## src/rtl/lifo_stack_pkg.sv

```systemverilog
// Shared definitions for the LIFO stack: operation codes and the
// decoder that turns the PUSH/POP request plus occupancy into one action.
package lifo_stack_pkg;

   typedef logic [2:0] op_t;

   localparam op_t OP_NONE    = 3'd0;  // hold
   localparam op_t OP_PUSH    = 3'd1;  // write above the current top
   localparam op_t OP_POP     = 3'd2;  // drop the top, refill TOP from below
   localparam op_t OP_REPL    = 3'd3;  // overwrite the top in place
   localparam op_t OP_ERR_OVF = 3'd4;  // push refused, stack full
   localparam op_t OP_ERR_UNF = 3'd5;  // pop refused, stack empty

   // PUSH+POP on an empty stack has nothing to replace, so it degrades to
   // a plain push and raises no underflow. PUSH+POP on a full stack is a
   // replace and never overflows.
   function automatic op_t decode_op(input logic push,
                                     input logic pop,
                                     input logic empty,
                                     input logic full);
      op_t op;
      case ({push, pop})
         2'b10:   op = full  ? OP_ERR_OVF : OP_PUSH;
         2'b01:   op = empty ? OP_ERR_UNF : OP_POP;
         2'b11:   op = empty ? OP_PUSH    : OP_REPL;
         default: op = OP_NONE;
      endcase
      return op;
   endfunction

endpackage

```

## src/rtl/lifo_stack_if.sv

```systemverilog
// Request/status bundle between the controller (master) and the stack (slave).
// Signal names keep the legacy upper-case port names of the stack.
interface lifo_stack_if #(
   parameter int DATA_W = 8,
   parameter int ADDR_W = 8
) ();

   logic              PUSH;
   logic              POP;
   logic [DATA_W-1:0] DATA_IN;
   logic              CLR_ERR;
   logic [DATA_W-1:0] TOP;
   logic [ADDR_W:0]   COUNT;
   logic              EMPTY;
   logic              FULL;
   logic              ALMOST_FULL;
   logic              OVERFLOW;
   logic              UNDERFLOW;

   modport master (
      output PUSH, POP, DATA_IN, CLR_ERR,
      input  TOP, COUNT, EMPTY, FULL, ALMOST_FULL, OVERFLOW, UNDERFLOW
   );

   modport slave (
      input  PUSH, POP, DATA_IN, CLR_ERR,
      output TOP, COUNT, EMPTY, FULL, ALMOST_FULL, OVERFLOW, UNDERFLOW
   );

endinterface

```

## src/rtl/lifo_stack_ram.sv

```systemverilog
// Stack storage: DEPTH x DATA_W, one synchronous write port and one
// asynchronous read port (maps onto distributed RAM). Contents are never
// reset; the occupancy count alone defines which entries are meaningful.
module lifo_stack_ram #(
   parameter int DATA_W = 8,
   parameter int ADDR_W = 8
) (
   input  logic              clk,
   input  logic              we,
   input  logic [ADDR_W-1:0] waddr,
   input  logic [DATA_W-1:0] wdata,
   input  logic [ADDR_W-1:0] raddr,
   output logic [DATA_W-1:0] rdata
);

   localparam int DEPTH = 1 << ADDR_W;

   logic [DATA_W-1:0] mem_q [0:DEPTH-1];

   // Write port: one entry per clock when enabled.
   always_ff @(posedge clk) begin
      if (we) begin
         mem_q[waddr] <= wdata;
      end
   end

   assign rdata = mem_q[raddr];

endmodule

```

## src/rtl/lifo_stack.sv

```systemverilog
// Parametrised LIFO stack with a registered top-of-stack copy, same-cycle
// occupancy status, push+pop replace, and sticky overflow/underflow flags.
module lifo_stack #(
   parameter int DATA_W   = 8,
   parameter int ADDR_W   = 8,
   parameter int AF_LEVEL = 240
) (
   input  logic        CLK,
   input  logic        RESET,
   lifo_stack_if.slave bus
);

   import lifo_stack_pkg::*;

   localparam int              DEPTH    = 1 << ADDR_W;
   localparam logic [ADDR_W:0] CNT_ZERO = {(ADDR_W+1){1'b0}};
   localparam logic [ADDR_W:0] CNT_ONE  = (ADDR_W+1)'(1'b1);
   localparam logic [ADDR_W:0] CNT_FULL = (ADDR_W+1)'(DEPTH);
   localparam logic [ADDR_W:0] CNT_AF   = (ADDR_W+1)'(AF_LEVEL);
   localparam logic [ADDR_W-1:0] IDX_ONE = ADDR_W'(2'd1);
   localparam logic [ADDR_W-1:0] IDX_TWO = ADDR_W'(2'd2);

   logic [ADDR_W:0]   count_q, count_d;
   logic [DATA_W-1:0] top_q,   top_d;
   logic              ovf_q,   ovf_d;
   logic              unf_q,   unf_d;

   logic              empty_s;
   logic              full_s;
   op_t               op_s;
   logic [ADDR_W-1:0] idx_free_s;   // first unused slot (count, low bits)
   logic [ADDR_W-1:0] idx_top_s;    // current top slot (count-1)
   logic [ADDR_W-1:0] idx_below_s;  // entry under the top (count-2)
   logic              we_s;
   logic [ADDR_W-1:0] waddr_s;
   logic [DATA_W-1:0] rdata_s;

   assign empty_s = (count_q == CNT_ZERO);
   assign full_s  = (count_q == CNT_FULL);
   assign op_s    = decode_op(bus.PUSH, bus.POP, empty_s, full_s);

   // At COUNT == DEPTH the low bits wrap to zero, so count-1 / count-2 in
   // ADDR_W bits still land on the last two slots.
   assign idx_free_s  = count_q[ADDR_W-1:0];
   assign idx_top_s   = count_q[ADDR_W-1:0] - IDX_ONE;
   assign idx_below_s = count_q[ADDR_W-1:0] - IDX_TWO;

   lifo_stack_ram #(
      .DATA_W (DATA_W),
      .ADDR_W (ADDR_W)
   ) u_ram (
      .clk   (CLK),
      .we    (we_s),
      .waddr (waddr_s),
      .wdata (bus.DATA_IN),
      .raddr (idx_below_s),
      .rdata (rdata_s)
   );

   // Next-state decode: count, top copy, memory write and sticky flags.
   always_comb begin
      count_d = count_q;
      top_d   = top_q;
      we_s    = 1'b0;
      waddr_s = idx_free_s;
      // A clear request drops the flags unless a new error sets them again
      // in the same cycle; the set below overrides this.
      ovf_d   = ovf_q & ~bus.CLR_ERR;
      unf_d   = unf_q & ~bus.CLR_ERR;

      case (op_s)
         OP_PUSH: begin
            we_s    = 1'b1;
            waddr_s = idx_free_s;
            top_d   = bus.DATA_IN;
            count_d = count_q + CNT_ONE;
         end
         OP_POP: begin
            count_d = count_q - CNT_ONE;
            if (count_q == CNT_ONE) begin
               top_d = {DATA_W{1'b0}};
            end else begin
               top_d = rdata_s;
            end
         end
         OP_REPL: begin
            we_s    = 1'b1;
            waddr_s = idx_top_s;
            top_d   = bus.DATA_IN;
         end
         OP_ERR_OVF: begin
            ovf_d = 1'b1;
         end
         OP_ERR_UNF: begin
            unf_d = 1'b1;
         end
         default: begin
            count_d = count_q;
         end
      endcase

      // Reset wins: no write lands in memory during a reset cycle.
      if (RESET) begin
         we_s = 1'b0;
      end else begin
         we_s = we_s;
      end
   end

   // State registers with synchronous active-high reset.
   always_ff @(posedge CLK) begin
      if (RESET) begin
         count_q <= CNT_ZERO;
         top_q   <= {DATA_W{1'b0}};
         ovf_q   <= 1'b0;
         unf_q   <= 1'b0;
      end else begin
         count_q <= count_d;
         top_q   <= top_d;
         ovf_q   <= ovf_d;
         unf_q   <= unf_d;
      end
   end

   assign bus.TOP         = top_q;
   assign bus.COUNT       = count_q;
   assign bus.EMPTY       = empty_s;
   assign bus.FULL        = full_s;
   assign bus.ALMOST_FULL = (count_q >= CNT_AF);
   assign bus.OVERFLOW    = ovf_q;
   assign bus.UNDERFLOW   = unf_q;

endmodule
```

## src/flat_wrapper.sv

```systemverilog
// flat-port wrapper written by rule: the top's interface ports become plain ports
module lifo_stack_flat import lifo_stack_pkg::*;
#(
   parameter int DATA_W   = 8,
   parameter int ADDR_W   = 8,
   parameter int AF_LEVEL = 240
)
  (CLK, RESET, bus_PUSH, bus_POP, bus_DATA_IN, bus_CLR_ERR, bus_TOP, bus_COUNT, bus_EMPTY, bus_FULL, bus_ALMOST_FULL, bus_OVERFLOW, bus_UNDERFLOW);
  lifo_stack_if #(.DATA_W(DATA_W), .ADDR_W(ADDR_W)) bus_i ();
  input  logic CLK;
  input  logic RESET;
  input wire logic [$bits(bus_i.PUSH)-1:0] bus_PUSH;
  input wire logic [$bits(bus_i.POP)-1:0] bus_POP;
  input wire logic [$bits(bus_i.DATA_IN)-1:0] bus_DATA_IN;
  input wire logic [$bits(bus_i.CLR_ERR)-1:0] bus_CLR_ERR;
  output wire logic [$bits(bus_i.TOP)-1:0] bus_TOP;
  output wire logic [$bits(bus_i.COUNT)-1:0] bus_COUNT;
  output wire logic [$bits(bus_i.EMPTY)-1:0] bus_EMPTY;
  output wire logic [$bits(bus_i.FULL)-1:0] bus_FULL;
  output wire logic [$bits(bus_i.ALMOST_FULL)-1:0] bus_ALMOST_FULL;
  output wire logic [$bits(bus_i.OVERFLOW)-1:0] bus_OVERFLOW;
  output wire logic [$bits(bus_i.UNDERFLOW)-1:0] bus_UNDERFLOW;
  assign bus_i.PUSH = bus_PUSH;
  assign bus_i.POP = bus_POP;
  assign bus_i.DATA_IN = bus_DATA_IN;
  assign bus_i.CLR_ERR = bus_CLR_ERR;
  assign bus_TOP = bus_i.TOP;
  assign bus_COUNT = bus_i.COUNT;
  assign bus_EMPTY = bus_i.EMPTY;
  assign bus_FULL = bus_i.FULL;
  assign bus_ALMOST_FULL = bus_i.ALMOST_FULL;
  assign bus_OVERFLOW = bus_i.OVERFLOW;
  assign bus_UNDERFLOW = bus_i.UNDERFLOW;
  lifo_stack #(.DATA_W(DATA_W), .ADDR_W(ADDR_W), .AF_LEVEL(AF_LEVEL)) u_core (.CLK(CLK), .RESET(RESET), .bus(bus_i));
endmodule
```

## config.mk

```make
export PLATFORM = sky130hd
export DESIGN_NAME = lifo_stack_flat
export DESIGN_NICKNAME = d
export VERILOG_FILES = /design/src/rtl/lifo_stack_pkg.sv /design/src/rtl/lifo_stack_if.sv /design/src/rtl/lifo_stack_ram.sv /design/src/rtl/lifo_stack.sv /design/src/flat_wrapper.sv
export SDC_FILE = /design/constraint.sdc
export NUM_CORES = 2
export LEC_CHECK = 0
export ABC_AREA = 1
export BUFFER_PORTS_ARGS = -buffer_cell sky130_fd_sc_hd__buf_2
export CORE_ASPECT_RATIO = 1.5
export CORE_MARGIN = 2
export CORE_UTILIZATION = 55
export CTS_CLUSTER_SIZE = 24
export DETAILED_ROUTE_END_ITERATION = 8
export PLACE_DENSITY = 0.68
export REMOVE_ABC_BUFFERS = 1
export SETUP_SLACK_MARGIN = 0.4
export SLEW_MARGIN = 20
export SYNTH_ARGS = -nofsm -noshare
export SYNTH_HDL_FRONTEND = slang
export SYNTH_SLANG_ARGS = --single-unit
```

## constraint.sdc

```tcl
create_clock -name CLK -period 5.71 [get_ports CLK]
set_clock_uncertainty 0.2 [all_clocks]
set_input_delay 1.142 -clock CLK [delete_from_list [all_inputs] [get_ports CLK]]
set_output_delay 1.142 -clock CLK [all_outputs]
set_load 0.01 [all_outputs]
```

* After elaboration in Yosys (flattened, before gate mapping)
Memories as Yosys holds them, arrays and structs flattened.
Index checks and enable logic that the tools add are counted.
** Storage, ports and cells
- Memories :: 1
- Input port bits :: 13
- Flip-flop bits (word level) :: 19
- Bits in writable memories :: 2048
** Operators by class
- Reduce and logical (&&, ||, !) cells :: 4
- Add/sub/neg operators :: 4
- $lt $le $gt $ge :: 1
- Equality and inequality tests :: 10
- Bitwise logic cells :: 3
- Mux-type cells :: 14
** Memory list
- u_core.u_ram.mem_q :: words 256, width 8, rd ports 1, clocked after Yosys merged registers in 0, write ports 1, line lifo_stack_ram.sv:18 : logic [DATA_W-1:0] mem_q [0:DEPTH-1];
** Operators by type and width (count)
- case mux 9 bit (2 select lines) :: 1
- two-way mux 8 bit :: 2
- case mux 8 bit (2 select lines) :: 1
- adder 9 x 1 -> 9 bit, second input constant :: 1
- equality test 9 x 1 -> 1 bit, second input constant :: 1
- equality test 9 bit, second input constant :: 1
- greater-or-equal comparator 9 x 8 -> 1 bit, second input constant :: 1
- zero test 9 bit :: 1
- case mux 3 bit (3 select lines) :: 1
- subtractor 9 x 1 -> 9 bit, second input constant :: 1
- subtractor 8 x 1 -> 8 bit, second input constant :: 1
- subtractor 8 x 2 -> 8 bit, second input constant :: 1
- equality test 3 x 2 -> 1 bit, second input constant :: 2
- equality test 3 bit, second input constant :: 2
- two-way mux 1 bit :: 6
- two-way mux 3 bit :: 2
- equality test 2 bit, second input constant :: 2
- nonzero test 2 bit :: 2
- equality test 3 x 1 -> 1 bit, second input constant :: 1
- bitwise AND 1 bit :: 2
- equality test 2 x 1 -> 1 bit, second input constant :: 1
- two-way mux 2 bit :: 1
- OR reduction 2 bit :: 1
- inverter 1 bit :: 1

* Longest topological paths before layout
- Depth after elaboration :: 9
- Mapped depth :: 20

* By module
A second synthesis with hierarchy kept.
** Second synthesis, totals
- Cell total of the unflattened synthesis :: 7231
- Area, all modules :: 84778.8 um^2
** Modules (own cells, without submodules)
- lifo_stack_ram :: times used 1, area each 83236.1 um^2, cells an instance 6995
- lifo_stack :: times used 1, area each 1542.7 um^2, cells an instance 236

* Worst setup path after synthesis
OpenSTA, ideal clock, no wires.
- Path kind :: flip-flop to flip-flop
- From :: register u_core.count_q[1], in the netlist u_core.bus.COUNT[1]
- To :: memory u_core.u_ram.mem_q[118][0] (enable)
- Arrival :: 3494 ps
- Data required time :: 5140 ps
- Path buffers :: 4
- Library setup time :: 370 ps
- Cell stages (with the launch flop) :: 17
- Slack :: 1646 ps
- Clock period less this slack :: 4064 ps
- Path through :: dfxtp_1 > inv_1 > clkbuf_1 > clkbuf_1 > clkbuf_1 > ha_1 > inv_1 > nor4_4 > nor2_4 > inv_6 > nor2_8 > o21ai_4 > inv_4 > nor2_8 > nand2_4 > buf_2 > nor2_1
** On the way
- Cells in the longest elaborated chain, start to end :: 9
- Elaborated cells between the ends (all ways) :: 15
** Ends and longest elaborated chain
- start, declared :: line lifo_stack.sv:23 : logic [ADDR_W:0] count_q, count_d;
- start signal, assigned :: line lifo_stack.sv:118 : count_q <= count_d;
- zero test 9 bit * :: line lifo_stack.sv:38 : assign empty_s = (count_q == CNT_ZERO);
- via bus_EMPTY :: line flat_wrapper.sv:18 : output wire logic [$bits(bus_i.EMPTY)-1:0] bus_EMPTY;
- two-way mux 3 bit or two-way mux 2 bit (tied branches) :: line lifo_stack_pkg.sv:24, lifo_stack_pkg.sv:25
- case mux 3 bit (3 select lines) * :: line lifo_stack_pkg.sv:22 : case ({push, pop})
- equality test 3 x 1 -> 1 bit or equality test 3 x 2 -> 1 bit (tied branches) :: line lifo_stack.sv:71 : case (op_s)
- OR reduction 2 bit (no line)
- two-way mux 1 bit :: line lifo_stack.sv:71
- two-way mux 1 bit :: line lifo_stack.sv:103 : if (RESET) begin
- two-way mux 1 bit :: line lifo_stack_ram.sv:22 : if (we) begin
- two-way mux 1 bit (implied by the code) :: line lifo_stack_ram.sv:23 : mem_q[waddr] <= wdata;
- end, declared :: line lifo_stack_ram.sv:18
Mark *: on every way through the listed nets, which the timed path passes. The rest lies on a longest branch.

* Worst setup path in the final report
- From :: register u_core.count_q[1], in the netlist u_core.bus.COUNT[1]
- To :: memory u_core.u_ram.mem_q[38][1] (enable)
** On the way
- Cells in the longest elaborated chain, start to end :: 9
- Elaborated cells between the ends (all ways) :: 15
** Ends and longest elaborated chain
- equality test 9 bit or zero test 9 bit (tied branches) :: line lifo_stack.sv:39, lifo_stack.sv:38
- two-way mux 3 bit, or another cell as far along :: line lifo_stack_pkg.sv:23 : 2'b10: op = full ? OP_ERR_OVF : OP_PUSH;
- case mux 3 bit (3 select lines) :: line lifo_stack_pkg.sv:22
- equality test 3 x 1 -> 1 bit or equality test 3 x 2 -> 1 bit (tied branches) :: line lifo_stack.sv:71
- OR reduction 2 bit (no line)
- two-way mux 1 bit :: line lifo_stack.sv:71
- two-way mux 1 bit :: line lifo_stack.sv:103
- two-way mux 1 bit :: line lifo_stack_ram.sv:22
- two-way mux 1 bit (implied by the code) :: line lifo_stack_ram.sv:23
Parallel ways exist; a longest one is shown, timed or not.

==> metrics <==
Final Wtd Congestion=approximately 0.93; first-pass detailed-route iteration total=9; critical path type=flop to flop; first-pass GRT wire length=~330 mm; Rel. slew slack=between 20% and 30%; # setup viols final=0; status=complete, no violations; CTS tree=done; Worst-path clk slew=approximately 0.08 ns; Setup WS pre-CTS=between 1 and 1.5 ns; htree depth=4; WL met3=between 15 and 20 mm; routed vias=between 50k and 60k; area grow syn2layout=9.037%; starting density of the core=between 50% and 60%; synthesis-stage register bit count=2067; worst hold start=u_core.bus.UNDERFLOW; 1st-iter DRT viols=between 6k and 7k; final hold vios=0; Post-Synthesis Cell Area=0.08436 mm²; Worst Hold Depth=2; final wirelength=226.1 mm; Avg WL per Cell=about 25 µm; Hold/Removal Path Class=flop to flop; Worst Setup End Kind=flop; Max clock buf depth=3; CP bufs+invs=4; EDFF count, synth=slightly above 2k; wire length on met2=about 110 mm; Hold EP=u_core.bus.UNDERFLOW; nets@finish=7026; Avg Vias per Cell=around 6; critical-path maximum fanout=73; Sink Count=~2.1k; R2R setup slack=roughly 1.1 ns; setup ws final=1.070 ns; Pins Over Slew Limit=0; worst path arrival time=4.89 ns; commonest non-fill, non-tap cell in the layout=nand2_1; root buf cell=clkbuf_16; Synth async-reset ratio=0%; pwr dens=approximately 430 mW/mm²; Syn Inst Count=approximately 7.2k; share of post-route cells with drive strength above 1=under 10%; most frequent cells in the layout=2121 x nand2_1, 2063 x nand3_1, 2048 x edfxtp_1, 259 x nor2_1, 181 x clkbuf_16; unrepaired setup endpoints after global routing=no; num rows=176; GRT Resource Usage Total=between 20 and 30%; largest net degree at the start of global routing=approximately 210; post-cts hold buffer count=0; die width=around 320 µm; Crit. path cell count=13; crit path time final=approximately 4.6 ns; Num CTS Buffers=between 150 and 200; top layer in use=met4; total gr overflow=0; Post-DP HPWL=131.7 mm; slowest stage cell, crit path=nand2_1; max frequency=0.2155 GHz; Antenna Nets Post-Route=0; Mean Syn Cell Area=roughly 12 µm²; sequential area share after synthesis=between 70% and 80%; ys flop type=edfxtp_1; max_cap viols=0; fin crit share=around 81%; critical path's largest stage delay=about 0.55 ns; Sum Neg Setup Slack=0 ns; core box area=0.1528 mm²; Worst-Margin Slew=roughly 1.1 ns; post-CTS sizing=0; Setup Buffers After CTS=0; vias in the first global route=between 50k and 60k; Clock Latency Late Sink=approximately 0.83 ns; CP cell instances=inv_8, ha_1, inv_1, nor4_4, nor2_4, inv_6, nor2_8, o21ai_0, nand2_1, nor2_1, nand2_1, buf_4, nor2_1; R2R cell count=13; Yosys warning count=0; DR DRC count=0; Critical Path Source Type=flop; Die ar.=0.1566 mm²; r2r startpoint=u_core.bus.COUNT[1]; wire length on met1=around 82 mm; DIE HEIGHT=483.7 µm; WP data required=around 6 ns; Top Ports=35; number of distinct library cells after synthesis=37; Peak VDD IR=between 0.4 and 0.5 mV; # fillers=11.90k; CP top delay family=simple AND/OR/NAND/NOR gates; Reg-to-Reg End=u_core.u_ram.mem_q[38][1]; initial antenna violation count=3; IO buf count=34; Lkg Pwr=around 0.032 µW
[flip-flops by register name, indices dropped and copies added, names as in the netlist]
name,cells
u_core.bus.COUNT,9
u_core.bus.OVERFLOW,1
u_core.bus.TOP,8
u_core.bus.UNDERFLOW,1
u_core.u_ram.mem_q,2048
[metal layers]
layer / vias to the layer above / global-route usage (%)
met4: 0 / 17.13
met3: 624 / 4.577
li1: 25100 / -
met5: - / 0
met1: 26800 / 35.44
met2: 2602 / 48.00
[synth_stat cells (3+ instances only)]
library cell / number / area, µm²
a21oi_1: 19 / 95.09
a31oi_1: 3 / 18.77
buf_1: 35 / 131.4
buf_2: 47 / 235.2
buf_6: 8 / 90.09
clkbuf_1: 398 / 1494
dfxtp_1: 19 / 380.4
edfxtp_1: 2048 / 61500
ha_1: 7 / 87.58
inv_1: 47 / 176.4
inv_2: 9 / 33.78
inv_4: 3 / 18.77
nand2_1: 2122 / 7965
nand2_2: 7 / 43.79
nand2_4: 7 / 78.83
nand3_1: 2066 / 10340
nor2_1: 261 / 979.7
nor2_2: 15 / 93.84
nor2_4: 5 / 56.30
nor2_8: 6 / 120.1
o21ai_0: 18 / 90.09
o21ai_4: 3 / 48.80
xor2_1: 10 / 87.58
[worst max path at each step]
| stage | start | slack (ns) | to |
|---|---|---|---|
| after floorplan | u_core.bus.COUNT[0] | -58.38 | u_core.u_ram.mem_q[21][0] |
| after global placement | bus_POP | 1.06 | u_core.u_ram.mem_q[245][6] |
| final | u_core.bus.COUNT[1] | 1.07 | u_core.u_ram.mem_q[38][1] |
| after detailed placement | bus_POP | 1.14 | u_core.u_ram.mem_q[118][4] |
| after global routing | u_core.bus.COUNT[1] | 0.73 | u_core.u_ram.mem_q[118][1] |
| after CTS | u_core.bus.COUNT[0] | 1.09 | bus_COUNT[0] |
[kinds of logic after synthesis]
kind of cell | after synthesis | share of synthesized area [%]
fa+ha+maj | 7 | 0.1038
buf+inv | 551 | 2.622
simple gates | 4497 | 23.44
compound gates | 47 | 0.3367
xor+xnor | 13 | 0.1439
flops | 2067 | 73.35
[metrics by stage]
step / cell area, µm² / util, % / power (µW) / instances / hold WS [ns]
2_1_floorplan: 82410 / - / 23900 / 6694 / 0.2811
3_3_place_gp: 86290 / 56.46 / 27620 / 8873 / 0.2517
3_5_place_dp: 86300 / 56.47 / 27730 / 8873 / 0.2605
4_1_cts: 91980 / 60.18 / 39460 / 9201 / 0.2709
5_1_grt: 91980 / 60.19 / 40860 / 9202 / 0.3063
6_report: 91980 / 60.19 / 39550 / 9203 / 0.2799
[power by group]
group	internal (µW)	leakage [µW]	switching [µW]
Sequential	16800	0.0186	79.8
Clock	6530	0.00277	5390
Combinational	2630	0.0103	8170
Total	25900	0.0316	13600
[final cells by class]
class                   instances  area (µm²)  area share, %
flip-flops and latches       2067       61890          67.28
multi-input cells            4564       20340          22.11
clock buffers                 204        4616          5.018
well taps                    2047        2561          2.784
repair buffers                132        1224          1.330
clock inverters               124        1065          1.158
inverters                      63       286.5         0.3115
diodes                          2       5.005       0.005441
[worst register-to-register path, cell delays in order (launching register included)]
cell and delay, ns:
dfxtp_4 0.39, inv_8 0.38, ha_1 0.26, inv_1 0.09
nor4_4 0.36, nor2_4 0.09, inv_6 0.12, nor2_8 0.07
o21ai_0 0.31, nand2_1 0.21, nor2_1 0.18, nand2_1 0.55
buf_4 0.50, nor2_1 0.57
Power figures use the tool's default switching activity.
